<file path="src/rtl/rr_arb_4x_nbit.sv">
// Four-requester round-robin arbiter feeding a single registered output slot.
// A requester is accepted only when the slot is empty or being drained this cycle.
module rr_arb_4x_nbit #(
    parameter int unsigned BUS_WIDTH = 8
) (
    input  logic                 clk,
    input  logic                 reset,
    input  logic [3:0]           req,
    input  logic [BUS_WIDTH-1:0] a,
    input  logic [BUS_WIDTH-1:0] b,
    input  logic [BUS_WIDTH-1:0] c,
    input  logic [BUS_WIDTH-1:0] d,
    output logic [3:0]           gnt,
    output logic [1:0]           sel,
    output logic [BUS_WIDTH-1:0] y,
    output logic                 y_valid,
    input  logic                 y_ready
);

    typedef enum logic [0:0] {StEmpty, StFull} state_e;

    state_e               state_q, state_d;
    logic [1:0]           ptr_q, ptr_d;
    logic [1:0]           sel_q, sel_d;
    logic [BUS_WIDTH-1:0] y_q, y_d;

    logic       slot_free;
    logic       found;
    logic [1:0] grant_idx;
    logic [1:0] scan_idx;

    assign slot_free = (state_q == StEmpty) || y_ready;

    // Scan ptr, ptr+1, ... (2-bit add wraps 3 -> 0) for the first active request.
    always_comb begin
        gnt       = '0;
        found     = 1'b0;
        grant_idx = '0;
        scan_idx  = '0;
        for (int k = 0; k < 4; k++) begin
            scan_idx = ptr_q + k[1:0];
            if (!found && req[scan_idx]) begin
                found     = 1'b1;
                grant_idx = scan_idx;
            end
        end
        if (found && slot_free && !reset) begin
            gnt[grant_idx] = 1'b1;
        end
    end

    always_comb begin
        state_d = state_q;
        ptr_d   = ptr_q;
        sel_d   = sel_q;
        y_d     = y_q;
        if (|gnt) begin
            state_d = StFull;
            sel_d   = grant_idx;
            ptr_d   = grant_idx + 2'd1;
            unique case (grant_idx)
                2'd0:    y_d = a;
                2'd1:    y_d = b;
                2'd2:    y_d = c;
                default: y_d = d;
            endcase
        end else if (state_q == StFull && y_ready) begin
            // Drained with nothing to reload: y and sel keep their last values.
            state_d = StEmpty;
        end
    end

    always_ff @(posedge clk) begin
        if (reset) begin
            state_q <= StEmpty;
            ptr_q   <= '0;
            sel_q   <= '0;
            y_q     <= '0;
        end else begin
            state_q <= state_d;
            ptr_q   <= ptr_d;
            sel_q   <= sel_d;
            y_q     <= y_d;
        end
    end

    assign y       = y_q;
    assign sel     = sel_q;
    assign y_valid = (state_q == StFull);

endmodule
</file>
<file path="config.mk">
export PLATFORM = sky130hd
export DESIGN_NAME = rr_arb_4x_nbit
export DESIGN_NICKNAME = d
export VERILOG_FILES = /design/src/rtl/rr_arb_4x_nbit.sv
export SDC_FILE = /design/constraint.sdc
export NUM_CORES = 1
export LEC_CHECK = 0
export ABC_AREA = 0
export BUFFER_PORTS_ARGS = -buffer_cell sky130_fd_sc_hd__buf_2
export CAP_MARGIN = 15
export CELL_PAD_IN_SITES_DETAIL_PLACEMENT = 2
export CELL_PAD_IN_SITES_GLOBAL_PLACEMENT = 2
export CORE_UTILIZATION = 23
export DETAILED_ROUTE_END_ITERATION = 8
export HOLD_SLACK_MARGIN = 0.06
export PLACE_DENSITY_LB_ADDON = 0.25
export REMOVE_ABC_BUFFERS = 1
export SLEW_MARGIN = 20
export SYNTH_ARGS = -nofsm -noshare
export SYNTH_HDL_FRONTEND = slang
export SYNTH_SLANG_ARGS = --single-unit
</file>
<file path="constraint.sdc">
create_clock -name clk -period 6.4 [get_ports clk]
set_input_delay 0.64 -clock clk [delete_from_list [all_inputs] [get_ports clk]]
set_output_delay 0.64 -clock clk [all_outputs]
set_load 0.1 [all_outputs]
</file>
==> results of run 1 <==
-- worst max-delay path: stages --
cell and delay (ns):
buf_2 0.11, nor2b_1 0.14, a21boi_0 0.12, o32ai_1 0.63, ha_1 0.53, and2_1 0.19
buf_2 0.42
-- power by group through the flow --
stage	registers (mW)	logic (mW)	clock network, mW
floorplan	0.240	0.101	0
global placement	0.113	0.282	0
detailed placement	0.114	0.286	0
CTS	0.113	0.287	0.0792
global route	0.115	0.301	0.0830
finish	0.112	0.283	0.0756
-- flip-flops by register name, indices dropped and copies added (netlist names) --
name / flops
ptr_q: 2
y: 8
y_valid: 1
sel: 2
-- metal layers --
layer / track usage / up-vias / part of all wire / wire length, um
li1: - / 493 / - / -
met1: 0.170 / 467 / 0.43 / 1230
met2: 0.273 / 35 / 0.49 / 1410
met3: 0.0292 / 4 / 0.056 / 160
met4: 0.0785 / 0 / 0.021 / 61
met5: 0 / - / 0 / 0
-- stage by stage --
step / power [mW] / hold slack [ns] / area, um^2
6_report: 0.471 / 0.458 / 1180
5_1_grt: 0.499 / 0.487 / 1180
4_1_cts: 0.479 / 0.464 / 1180
3_5_place_dp: 0.401 / 0.454 / 1140
3_3_place_gp: 0.394 / 0.442 / 1140
2_1_floorplan: 0.342 / 0.521 / 817
-- final cells by class --
class	instances	area [um^2]	area share
Clock buffer	4	45.0	0.0380
Inverter	3	11.3	0.00950
Timing Repair Buffer	53	265	0.224
Multi-Input combinational cell	85	546	0.460
Tap cell	46	57.6	0.0486
Sequential cell	13	260	0.220
-- cells in the mapped netlist, types with 2 or more instances --
cell type,n,area [um^2]
and2_1,4,25.0
nand2_1,24,90.1
clkbuf_1,2,7.51
a222oi_1,8,80.1
ha_1,5,62.6
nor3_1,2,10.0
nor2_1,6,22.5
buf_2,3,15.0
o311ai_0,2,17.5
o21ai_0,16,80.1
inv_1,3,11.3
a21oi_1,2,10.0
nor4_4,2,42.5
nor2b_1,4,25.0
dfxtp_1,13,260
-- layout by cell type (no fill, tap or decap), drive strengths merged, types with 2 or more instances in the layout --
cell,instances
o21ai,17
o311ai,2
a222oi,8
a21oi,2
clkbuf,4
inv,3
nor2,6
nor4,3
or2,2
nor3,2
buf,53
and2,4
dfxtp,13
nand2,24
nor2b,4
ha,5
-- worst paths after layout --
check                                 to  cells after the start
worst max register to register  ptr_q[1]                      7
worst min-delay path                y[3]                      2
worst min register to register      y[3]                      2
worst max-delay path              gnt[0]                      7
-- cell families after synthesis --
family,share of synthesized area
muxes,0.0118
buffers and inverters,0.0529
and+or+nand+nor,0.290
AOI/OAI and AO/OA,0.266
DFF,0.306
adders and majority gates,0.0735
==> impl_results.md, run 1 <==
* Status: finished clean
* Root Buffer: clkbuf_8
* Post-cts sizing count at 0
* IO Port Bufs at 53
* Crit path time final at 3.42 ns
* Static leakage at 0.549 nW
* Largest net degree at the start of global routing at 20
* Worst skew pair latency at 0.25 ns
* Fraction of layout cells with a size suffix above 1 at 0.380
* Worst-margin pin slew at 0.845 ns
* Critical path fanouts, max at 10
* Post-Place Cells at 200
* Number of antenna-violating nets in the routed design at 0
* Final Non-Filler Cells at between 200 and 250
* Psw at 0.264 mW
* Clk_skew at 0.00112 ns
* Worst min path class: register to register
* Routed wire length at 2860 um
* Worst hold start: y[3]
* CTS tree: done
* Setup crit end kind: primary output
* Finished Core Util at 0.344
* DP HPWL at 2300 um
* Syn avg cell area at 7.95 um^2
* Pre-CTS setup slack at 2.96 ns
* Row count at 21
* Cts hold-fix bufs at 0
* Net Sw Frac at 0.561
* FF+latch count, synth at 13
* FILL cells at 423
* Crit start category: input port
* Antenna Cells at 0
* Via count of the first global-routing pass at 1040
* TritonCTS buffer count at 3
* Routability Congestion at 0.721
* DR vias/cell at 4.90
* Final setup vio count at 0
* WL/cell at about 14 um
* Worst setup path class: input port to primary output
* Vias post-DR at 999
* Combinational cell fraction of total power at 0.601
* # DRC at 0
* Critical R2R Launch: ptr_q[1]
* Max clock buf depth at 2
* Clock power share at 0.161
* EDFF count, synth at 0
* Initial antenna violation count at 0
* Die ar. at ~3900 um^2
* Synth Flop Type: dfxtp_1
* First-pass GRT wire length at 4670 um
* Internal at approximately 0.21 mW
* Post-synthesis cell count at roughly 110
* Setup TNS at 0 ns
* Grt ovf at 0
* Hold Fails Final Rpt at 0
* H-Tree Depth at 1
* Post CTS Setup Buffer Count at 0
* Area Growth Syn to Fin at 39.3%
* Fin crit share at 0.534
* Synth warn at 0
* PD cells at about 400 nW/um^2
* Arrival @ worst endpoint at 2.78 ns
* Initial DRC count at 28
* Cell Area, Synth at 851 um^2
* I/O Pins at 54
* Relative slew margins at 0.432
* Netlist cell types at 26
* CTS sink cnt at 13
* Core Region at ~3400 um^2
* GRT Total Usage at 0.153
* Detailed Routing Iterations Pass 1 at 4
* VDD IR-drop max at 0.120 mV
* Starting Density at 0.247
* Die width at 62.8 um
* Reg power frac at 0.239
* CTS clk-pin slew, worst paths at ~0.06 ns
* Unrepaired setup endpoints after global routing: no
* Die Y at 62.8 um
* Final setup margin at roughly 3.0 ns
* Setup slack, reg-to-reg at approximately 3.5 ns
* Worst EP required at around 5.8 ns
* Final nets at 203
* Async S/R FF share, synth at 0
* CP Launch Point: req[2]
* Fmax at 292 MHz
* Max Cap Viol at 0
* Fin. max-slew vios at 0
* Register area share after synthesis at 0.306
Power figures use the tool's default switching activity.
==> run 2: changes to the inputs <==
--- a/config.mk
+++ b/config.mk
@@ -5,12 +5,12 @@
 export SDC_FILE = /design/constraint.sdc
 export NUM_CORES = 1
 export LEC_CHECK = 0
-export ABC_AREA = 0
+export ABC_AREA = 1
 export BUFFER_PORTS_ARGS = -buffer_cell sky130_fd_sc_hd__buf_2
 export CAP_MARGIN = 15
 export CELL_PAD_IN_SITES_DETAIL_PLACEMENT = 2
 export CELL_PAD_IN_SITES_GLOBAL_PLACEMENT = 2
-export CORE_UTILIZATION = 23
+export CORE_UTILIZATION = 20
 export DETAILED_ROUTE_END_ITERATION = 8
 export HOLD_SLACK_MARGIN = 0.06
 export PLACE_DENSITY_LB_ADDON = 0.25
==> constraint.sdc (replaced) <==
create_clock -name clk -period 2.9 [get_ports clk]
set_input_delay 0.29 -clock clk [delete_from_list [all_inputs] [get_ports clk]]
set_output_delay 0.29 -clock clk [all_outputs]
set_load 0.1 [all_outputs]
==> run 2 against run 1 <==
Via count is 32% higher. Sequential cell count stayed put. Largest cell class unchanged. Cell count is 54% higher.
==> impl_results.md, run 2 <==
* Worst hold start: reset
* Crit start category: register
* Count leader, synth: nand2_1
* EDFF count, synth at 0 (unchanged)
* Final setup vio count at 0 (unchanged)
* Clk_skew at 0.00222 ns (+0.00111 ns)
* Register area share after synthesis at 0.228 (-0.0781)
* CP Launch Point: ptr_q[1]
* Die ar. at 6020 um^2 (+52%)
* Max FFs per register at 8 (unchanged)
* Relative slew margins at 0.637 (+0.205)
* Row count at 27 (+29%)
* Vias post-DR at 1316 (+32%)
* # DRC at 0 (unchanged)
* Worst skew pair latency at 0.24 ns (about the same)
* Grt ovf at 0 (unchanged)
* Cell Chain, Critical Path: inv_2 > nand2_1 > nand2_1 > nand2_2 > nand2_2 > nor2_4 > nand2_1 > nand3_1 > nand2_1 > nor2_2 > ha_1 > buf_4 > inv_1 > nor2_2 > buf_12
* GRT Total Usage at 0.131 (-0.0221)
* WL/cell at 12.2 um (-13%)
* DP HPWL at 3190 um (+39%)
* Via count of the first global-routing pass at 1370 (+32%)
* Max clock buf depth at 2 (unchanged)
* Setup TNS at 0 ns (unchanged)
* CTS clk-pin slew, worst paths at 0.06 ns (about the same)
* Worst min path class: input port to register
* Number of antenna-violating nets in the routed design at 0 (unchanged)
* GR Util met2 at 0.200 (-0.0731)
* DR vias/cell at 4.19 (-14%)
* Critical path fanouts, max at 9 (-1)
* Routability Congestion at 0.748 (+3.8%)
* I/O Pins at 54 (unchanged)
* Die Y at 77.6 um (+23%)
* Crit path time final at about 2.7 ns
* Arrival @ worst endpoint at 2.40 ns (-0.38 ns)
* Area share of the largest cell type after synthesis at 0.228 (-0.0781)
* FF+latch count, synth at 13 (unchanged)
* Synth warn at 0 (unchanged)
* Cts hold-fix bufs at 0 (unchanged)
* Antenna Cells at 0 (unchanged)
* Hold Fails Final Rpt at 0 (unchanged)
* Initial DRC count at 25 (-11%)
* IO Port Bufs at 53 (unchanged)
* Slowest cell on crit path: dfxtp_1
* Leading cell type in the layout, fill and taps excluded: nand2_1
* Largest net degree at the start of global routing at 16 (-20%)
* Routed wire length at 3840 um (+34%)
* H-Tree Depth at 1 (unchanged)
* First-pass GRT wire length at 6430 um (+38%)
* Top cells by count, synth: nand2_1, nor2_1, inv_1
* Post-synthesis cell count at 187 (+75%)
* Finished Core Util at 0.291 (-0.0532)
* Setup crit end kind: primary output
* Ranking of synthesized cells by area: dfxtp_1, nand2_1, nor2_1, inv_1, a32oi_1
* Yosys top cell by area: dfxtp_1
* Max stage delay on crit path at 0.40 ns (-0.23 ns)
* Met3 usage at 0.0141 (-0.0151)
* Grt peak-use layer: met2
* Max Cap Viol at 0 (unchanged)
* Core Region at 5510 um^2 (+60%)
* CTS sink cnt at 13 (unchanged)
* Fin. max-slew vios at 0 (unchanged)
* Root Buffer: clkbuf_8
* Die width at 77.6 um (+23%)
* Final nets at 287 (+41%)
* TritonCTS buffer count at 3 (unchanged)
* Fraction of layout cells with a size suffix above 1 at 0.339 (-0.0409)
* Async S/R FF share, synth at 0 (unchanged)
* Most used cell, CP: nand2_1
* Netlist cell types at 22 (-15%)
* Most frequent cells in the layout: nand2_1, buf_2, nor2_1
* Starting Density at 0.207 (-0.0397)
* Critical R2R Launch: ptr_q[1]
* Status: finished clean
* Worst-margin pin slew at 0.544 ns (-0.301 ns)
* Fmax at 372 MHz
* Fin crit share at 0.927
* Syn avg cell area at 6.11 um^2 (-23%)
* M1 GR Usage at 0.194 (+0.0240)
* Worst setup path class: register to primary output
* Synth Flop Type: dfxtp_1
* CTS tree: done
* Worst EP required at 2.61 ns (-3.15 ns)
* Unrepaired setup endpoints after global routing: no
* Area Growth Syn to Fin at 40.3%
* Cell Area, Synth at 1140 um^2 (+34%)
* Detailed Routing Iterations Pass 1 at 4 (unchanged)
* Initial antenna violation count at 0 (unchanged)
run 2: changes by cell type in the layout (fill, tap and decap cells not counted), sizes merged, moves of 9 or more:
cell,delta
nor2,+29
inv,+22
nand2,+36
o21ai,-16
nand3b,+9
run 2: what timing repair did:
item                       CTS  global route
pin swaps                    0             0
setup endpoints to repair    2             4
buffers inserted             0             0
gates resized for setup      1             6
run 2: final timing paths:
check / slack [ns] / depth (start not counted) / endpoint
setup reg to reg: 0.41 / 15 / y[3]
hold / removal: 0.24 / 2 / sel[0]
hold reg to reg: 0.51 / 2 / sel[0]
setup / recovery: 0.21 / 15 / gnt[1]
run 2: cell families after synthesis:
logic type      share of synthesized area
compound gates                      0.131
fa+ha+maj                          0.0548
buf+inv                             0.141
flops                               0.228
simple gates                        0.445
run 2: routing by layer:
metal | wire, um | share of wire
met5 | 0 | 0
met4 | 17 | 0.0044
met3 | 149 | 0.039
met2 | 1620 | 0.42
met1 | 2060 | 0.54
run 2: layout make-up:
| cell class | instances | area [um^2] |
|---|---|---|
| Tap cell | 72 | 90.1 |
| Inverter | 26 | 105 |
| Fill cell | 690 | 3900 |
| Multi-Input combinational cell | 139 | 733 |
| Timing Repair Buffer | 60 | 365 |
| Sequential cell | 13 | 264 |
| Clock buffer | 4 | 45.0 |
run 2: worst max-delay path: cells and delay by family, from the launching register on:
| family | cells | cell delay (ns) |
|---|---|---|
| AND/OR/NAND/NOR | 10 | 1.02 |
| flip-flops | 1 | 0.40 |
| buffers and inverters | 4 | 0.53 |
| adder cells (fa/ha/maj) | 1 | 0.23 |
run 2: metrics by stage:
step | setup slack, ns | instance area, um^2 | std cells | hold WS [ns]
2_1_floorplan | -0.316 | 1090 | 178 | 0.359
3_3_place_gp | 0.229 | 1540 | 310 | 0.481
3_5_place_dp | 0.189 | 1540 | 310 | 0.492
4_1_cts | 0.0873 | 1590 | 314 | 0.242
5_1_grt | 0.00964 | 1600 | 314 | 0.252
6_report | 0.213 | 1600 | 314 | 0.239
Power of run 2 is left out: the tool's default activity adds up to more than one toggle a clock period on the data nets, which glitch-free logic cannot reach.
